File: src/rtl/obuffer_col.sv
// Output-side column collector: packs DW-bit result elements (first element in the MSB lane)
// into DEPTH*DW-bit words, queues them in a 2-entry FIFO and forwards the skewed strobe.
module obuffer_col #(
  parameter int unsigned DW    = 8,
  parameter int unsigned DEPTH = 4
) (
  input  logic                CLK,
  input  logic                RST,
  input  logic                ShiftEN,
  input  logic [DW-1:0]       ID,
  input  logic                Flush,
  output logic                ShiftEN_o,
  output logic [DEPTH*DW-1:0] OWord,
  output logic                OValid,
  input  logic                OReady,
  output logic [1:0]          Level,
  output logic                Ovf
);

  localparam int unsigned WW = DEPTH * DW;
  localparam int unsigned CW = (DEPTH > 1) ? $clog2(DEPTH) : 1;

  logic [CW-1:0] cnt, cnt_n;
  logic [CW:0]   cnt_after;
  logic [WW-1:0] pack, pack_n, cap_word;
  logic [WW-1:0] q0, q1, q0_n, q1_n;
  logic [1:0]    lvl_n;
  logic          ovf_n;
  logic          full, push, pop;

  // Capture into the current lane, then decide whether this edge pushes a word.
  always_comb begin
    cap_word = pack;
    for (int unsigned k = 0; k < DEPTH; k++) begin
      if (ShiftEN && (cnt == CW'(k))) begin
        cap_word[(DEPTH-1-k)*DW +: DW] = ID;
      end
    end
    cnt_after = {1'b0, cnt} + (CW+1)'(ShiftEN);
    full      = ShiftEN && (cnt == CW'(DEPTH-1));
    push      = full || (Flush && (cnt_after != '0));
    pack_n    = push ? '0 : cap_word;
    cnt_n     = push ? '0 : CW'(cnt_after);
  end

  assign pop = OValid && OReady;

  // Two-entry queue; q0 is the head and is held at zero while the queue is empty.
  always_comb begin
    q0_n  = q0;
    q1_n  = q1;
    lvl_n = Level;
    ovf_n = Ovf;
    case (Level)
      2'd0: begin
        if (push) begin
          q0_n  = cap_word;
          lvl_n = 2'd1;
        end
      end
      2'd1: begin
        if (push && pop) begin
          q0_n = cap_word;
        end else if (pop) begin
          q0_n  = '0;
          lvl_n = 2'd0;
        end else if (push) begin
          q1_n  = cap_word;
          lvl_n = 2'd2;
        end
      end
      default: begin
        if (pop) begin
          q0_n  = q1;
          q1_n  = push ? cap_word : '0;
          lvl_n = push ? 2'd2 : 2'd1;
        end else if (push) begin
          ovf_n = 1'b1;
        end
      end
    endcase
  end

  always_ff @(posedge CLK) begin
    if (RST) begin
      cnt       <= '0;
      pack      <= '0;
      q0        <= '0;
      q1        <= '0;
      Level     <= 2'd0;
      OValid    <= 1'b0;
      Ovf       <= 1'b0;
      ShiftEN_o <= 1'b0;
    end else begin
      cnt       <= cnt_n;
      pack      <= pack_n;
      q0        <= q0_n;
      q1        <= q1_n;
      Level     <= lvl_n;
      OValid    <= (lvl_n != 2'd0);
      Ovf       <= ovf_n;
      ShiftEN_o <= ShiftEN;
    end
  end

  assign OWord = q0;

endmodule

File: config.mk
export PLATFORM = sky130hd
export DESIGN_NAME = obuffer_col
export DESIGN_NICKNAME = d
export VERILOG_FILES = /design/src/rtl/obuffer_col.sv
export SDC_FILE = /design/constraint.sdc
export NUM_CORES = 1
export LEC_CHECK = 0
export BUFFER_PORTS_ARGS = -buffer_cell sky130_fd_sc_hd__buf_4
export CAP_MARGIN = 30
export CORE_UTILIZATION = 54
export CTS_BUF_LIST = sky130_fd_sc_hd__clkbuf_8
export CTS_CLUSTER_DIAMETER = 80
export DETAILED_ROUTE_END_ITERATION = 12
export HOLD_SLACK_MARGIN = 0.02
export PLACE_DENSITY = 0.78
export SYNTH_ARGS = -nofsm -noshare
export SYNTH_HDL_FRONTEND = slang
export SYNTH_SLANG_ARGS = --single-unit
File: constraint.sdc
create_clock -name CLK -period 2.2 [get_ports CLK]
set_input_delay 0.22 -clock CLK [delete_from_list [all_inputs] [get_ports CLK]]
set_output_delay 0.22 -clock CLK [all_outputs]
set_load 0.02 [all_outputs]
== Yosys cells after proc, flatten, opt, wreduce, memory -nomap -nowiden ==
Cells that the tools add are included.

* Register bits after elaboration: 103
* Bits of input ports: 13
* Output and inout bits: 37

* Add/sub/neg operators: 1
* Eq/ne operators: 9
* Muxes and demuxes: 21
* Bitwise logic cells: 3
* Reductions and logical operators: 19

{| class="wikitable"
|+ Operators with widths
! kind !! count
|-
| 32-bit 2-to-1 mux || 8
|-
| 32-bit one-hot mux with 2 select lines || 2
|-
| 8-bit 2-to-1 mux || 4
|-
| 2-bit 2-to-1 mux || 6
|-
| 2-bit inequality test (second input constant) || 4
|-
| 1-bit logical AND || 7
|-
| 3-bit AND reduction || 2
|-
| 3-bit nonzero test || 2
|-
| 5-bit AND reduction || 1
|-
| 2-bit by 1-bit equality test with 1-bit output (second input constant) || 2
|-
| 2-bit equality test (second input constant) || 2
|-
| 2-bit zero test || 2
|-
| 2-bit one-hot mux with 2 select lines || 1
|-
| 2-bit nonzero test || 2
|-
| 2-bit OR reduction || 2
|-
| 2-bit by 1-bit adder with 3-bit output || 1
|-
| 3-bit inequality test (second input constant) || 1
|-
| 1-bit inverter || 3
|-
| 1-bit logical OR || 1
|}

== Depth between registers and ports, before layout ==
* Depth after elaboration: 9
* Depth in mapped cells: 8
* Gate-level depth less buffers: 7

== Least setup slack after synthesis ==
OpenSTA, ideal clock, no wires.

* Path type: register -> register
* Start point: reg cnt[0]
* End point: reg pack[0]
* Setup time: 0.065 ns
* Arrival: 1.983 ns
* Setup slack: 0.152 ns
* Stages on the path, launching flop included: 9
* Path buffers: 2
* Period minus slack after synthesis: 2.048 ns
* Cells stage by stage: dfxtp_1 ha_1 ha_1 o31ai_4 nand2_2 or2_1 buf_2 buf_2 nor2b_1

* Cells in the longest elaborated chain, start to end: 5
* Elaborated cells between the ends (all ways): 8
* Classes of those cells: 1 x add/sub; 1 x eq/ne; 1 x mux; 5 x reduce/logical

{| class="wikitable"
|+ Ends and longest elaborated chain
! what !! RTL line !! RTL
|-
| start, declared || 23 || <nowiki>logic [CW-1:0] cnt, cnt_n;</nowiki>
|-
| start signal, assigned || 95 || <nowiki>cnt <= cnt_n;</nowiki>
|-
| 2-bit by 1-bit adder with 3-bit output || 39 || <nowiki>cnt_after = {1'b0, cnt} + (CW+1)'(ShiftEN);</nowiki>
|-
| net cnt_after[1] || 24 || <nowiki>logic [CW:0] cnt_after;</nowiki>
|-
| 3-bit nonzero test || 41 || <nowiki>push = full || (Flush && (cnt_after != '0));</nowiki>
|-
| 1-bit logical AND || 41 ||
|-
| 1-bit logical OR || 41 ||
|-
| 2-bit OR reduction (no source line) || - ||
|-
| end signal, assigned || 96 || <nowiki>pack <= pack_n;</nowiki>
|-
| end, declared || 25 || <nowiki>logic [WW-1:0] pack, pack_n, cap_word;</nowiki>
|}

The timed path passes the listed nets, and every way through them passes these cells.
A chain may end at the register's enable or synchronous reset.

== Final worst setup path ==
* Start point: reg cnt[0]
* End point: reg q1[25]

* Cells in the longest elaborated chain, start to end: 7
* Elaborated cells between the ends (all ways): 19
* Classes of those cells: 1 x add/sub; 3 x eq/ne; 7 x mux; 8 x reduce/logical

{| class="wikitable"
|+ Ends and longest elaborated chain
! what !! RTL line !! RTL
|-
| 2-bit by 1-bit adder with 3-bit output * || 39 ||
|-
| net cnt_after[1] || 24 ||
|-
| 3-bit nonzero test * || 41 ||
|-
| 1-bit logical AND * || 41 ||
|-
| 1-bit logical OR * || 41 ||
|-
| 32-bit 2-to-1 mux or 1-bit logical AND (tied branches) || 75, 62 ||
|-
| 32-bit 2-to-1 mux or 2-bit inequality test (tied branches) || - ||
|-
| 32-bit one-hot mux with 2 select lines or 5-bit AND reduction (tied branches) || - ||
|-
| end signal, assigned || 98 || <nowiki>q1 <= q1_n;</nowiki>
|-
| end, declared || 26 || <nowiki>logic [WW-1:0] q0, q1, q0_n, q1_n;</nowiki>
|}

Mark *: on every way through the listed nets, which the timed path passes. The rest lies on a longest branch. The select of a mux whose other input is x is not followed.

==> flow_summary.json <==
{
  "cts_tree": "built",
  "yosys_register_bits": 103,
  "antenna_found_initial": 0,
  "wl_per_cell_microns": 16.8,
  "grt_max_degree": 36,
  "period_minus_slack_ns": 2.11,
  "p_leak_uw": 0.00207,
  "num-fill-cells": 594,
  "crit_path_end_kind": "flip-flop",
  "final_core_util_pct": 67.8,
  "num_rows": 31,
  "drtIter0Drc": 149,
  "drt-vias-per-instance": 5.69,
  "clk-insertion-delay-late_ns": 0.37,
  "async_flop_share_pct": 0,
  "crit_chain": "ha_1 > ha_1 > o31ai_4 > buf_4 > buf_4 > a221oi_2 > buf_12 > a22oi_1 > nor2_1",
  "crit_path_top_delay_cell": "a221oi_2",
  "die_w_microns": 90.5,
  "port_buffers": 49,
  "skew_ns": 0.0105,
  "critPathArrivalTime_ns": 2.42,
  "syn_inst": 400,
  "finalCritPeriodShare_pct": 95.9,
  "syn_nets": 417,
  "startpoint": "cnt[0]$_SDFF_PP0_",
  "grt_usage_pct": 23.5,
  "synth_flop_cell": "dfxtp_1",
  "regToRegSetupSlack_ns": 0.09,
  "vdd.ir_drop.worst_v": 0.000522,
  "critical_path.max_fanout": 32,
  "drc": 0,
  "grt_pass1_wl_microns": 15200,
  "syn-mean-instance-area_sq_um": 10.6,
  "ys.warnings.count": 0,
  "layout_common_cells": "102 x dfxtp_1, 68 x nor2_1, 67 x buf_4",
  "cts_max_level": 3,
  "timing.fmax_mhz": 474,
  "path_class": "reg -> reg",
  "die-height_microns": 90.5,
  "slew_violations": 0,
  "via_count": 3157,
  "final_common_cell": "dfxtp_1",
  "drv_cap": 0,
  "start_util_pct": 57.1,
  "status": "finished clean",
  "hold_start": "RST",
  "rsz0062_at_grt": "false",
  "startpoint_type": "flip-flop",
  "cts-buffers-inserted": 9,
  "yosysSeqAreaShare_pct": 48.7,
  "syn_to_final_growth_pct": 18.7,
  "dp.final_hpwl_microns": 5880,
  "ant_nets": 0,
  "slowest_delay_ns": 0.37,
  "hold_class": "in -> reg",
  "cts_hold_buf": 0,
  "layout-drive-gt1-share_pct": 34.9,
  "tightestPinTransition_ns": 0.500,
  "core_area_sq_mm": 0.00741,
  "setup_violations": 0,
  "fin_setup_tns_ns": 0,
  "die_area_sq_mm": 0.00820,
  "io_pins": 50,
  "ys_types": 35,
  "cts.root.buffer_cell": "clkbuf_8",
  "drt_wl_total_microns": 9340,
  "clkSlewWorstSetupHoldPaths_ns": 0.10,
  "grt_pass1_vias": 3030,
  "clk_path_buf_depth": 2,
  "reg2regPathDepth": 9,
  "worstPathRequired_ns": 2.51,
  "r2r_start": "cnt[0]$_SDFF_PP0_",
  "hold_violations": 0,
  "relSlewSlack_pct": 66.5,
  "diodes": 0,
  "nets": 468,
  "netlist_area_sq_mm": 0.00423,
  "first_pass_iters": 5,
  "power_density_mw_per_mm2": 997,
  "gp_congestion": 0.859,
  "worst_hold_path.num_cells": 2,
  "cts.sinks": 103,
  "grt_overflow_total": 0,
  "whs_endpoint": "q1[17]$_SDFFE_PP0P_",
  "synth_edf_count": 0,
  "r2r_end": "q1[25]$_SDFFE_PP0P_"
}
layer usage:
layer | vias to the layer above | wire [microns] | track usage, %
met3 | 16 | 565 | 4.97
met4 | 0 | 178 | 10.3
li1 | 1543 | - | -
met5 | - | 0 | 0
met2 | 97 | 4570 | 38.7
met1 | 1501 | 4030 | 29.5
critical path: cells and delay by family (launching register included):
family / cells / cell delay [ns]
fa+ha+maj: 2 / 0.51
flops: 1 / 0.34
simple gates: 1 / 0.10
compound gates: 3 / 0.56
buf+inv: 3 / 0.54
final cells by class:
type | instances | area, sq um | share of cell area [%]
sequential | 103 | 2060 | 41.1
multi-input combinational | 260 | 1990 | 39.7
timing repair buffer | 72 | 603 | 12.0
clock buffer | 10 | 138 | 2.74
tap | 99 | 124 | 2.47
clock inverter | 6 | 82.6 | 1.64
inverter | 5 | 18.8 | 0.374
worst max-delay path by stage:
stage	slack [ns]	end
final	0.09	q1[25]$_SDFFE_PP0P_
after global routing	0.005	OWord[0]$_SDFFE_PP0P_
after CTS	0.05	pack[6]$_SDFF_PP0_
after detailed placement	0.03	pack[15]$_SDFF_PP0_
after global placement	0.09	pack[11]$_SDFF_PP0_
after floorplan	0.15	pack[0]$_SDFF_PP0_
power breakdown:
part / switching, uW / internal, uW
clock network: 620 / 668
registers: 84.9 / 2050
logic: 923 / 666
synthesized netlist by cell type (2+ instances only):
library cell / n / share of area [%]
a21oi_1: 3 / 0.35
a221oi_1: 2 / 0.41
a221oi_2: 31 / 11
a22oi_1: 32 / 5.7
a31oi_1: 2 / 0.30
buf_1: 2 / 0.18
buf_2: 13 / 1.5
buf_4: 3 / 0.53
buf_6: 3 / 0.80
clkbuf_1: 11 / 0.98
dfxtp_1: 103 / 49
ha_1: 4 / 1.2
inv_1: 5 / 0.44
mux2_2: 32 / 8.5
nand2_1: 3 / 0.27
nand3b_1: 2 / 0.35
nor2_1: 68 / 6.0
nor2b_1: 33 / 4.9
nor3_1: 32 / 3.8
registers in the layout, summed over array words and instances (netlist names):
signal / count
OWord: 32
pack: 32
ShiftEN_o: 1
Level: 2
Ovf: 1
OValid: 1
cnt: 2
q1: 32
cell families (layout without fill, tap and decap cells):
logic type / after synthesis / count (layout) / synth area share [%]
and+or+nand+nor: 143 / 143 / 16.3
DFF: 103 / 103 / 48.7
AOI/OAI and AO/OA: 80 / 80 / 20.6
buffers and inverters: 37 / 93 / 4.46
muxes: 32 / 32 / 8.51
adders and majority gates: 4 / 4 / 1.18
xor gates and xnor gates: 1 / 1 / 0.207
per-stage QoR:
| stage | area (sq um) | std cells | power (uW) | worst slack, ns | hold WS [ns] |
|---|---|---|---|---|---|
| after global routing | 5020 | 555 | 5270 | 0.00511 | 0.198 |
| after floorplan | 4230 | 400 | 3230 | 0.152 | 0.348 |
| after CTS | 5010 | 553 | 5040 | 0.0470 | 0.181 |
| final | 5020 | 555 | 5010 | 0.0910 | 0.201 |
| after detailed placement | 4790 | 537 | 3760 | 0.0269 | 0.467 |
| after global placement | 4790 | 537 | 3730 | 0.0930 | 0.478 |
repair_timing:
item,in CTS,in global routing
resized for setup,0,0
buffers inserted,0,2
endpoints found under the setup margin,0,29
Power figures use the tool's default switching activity.
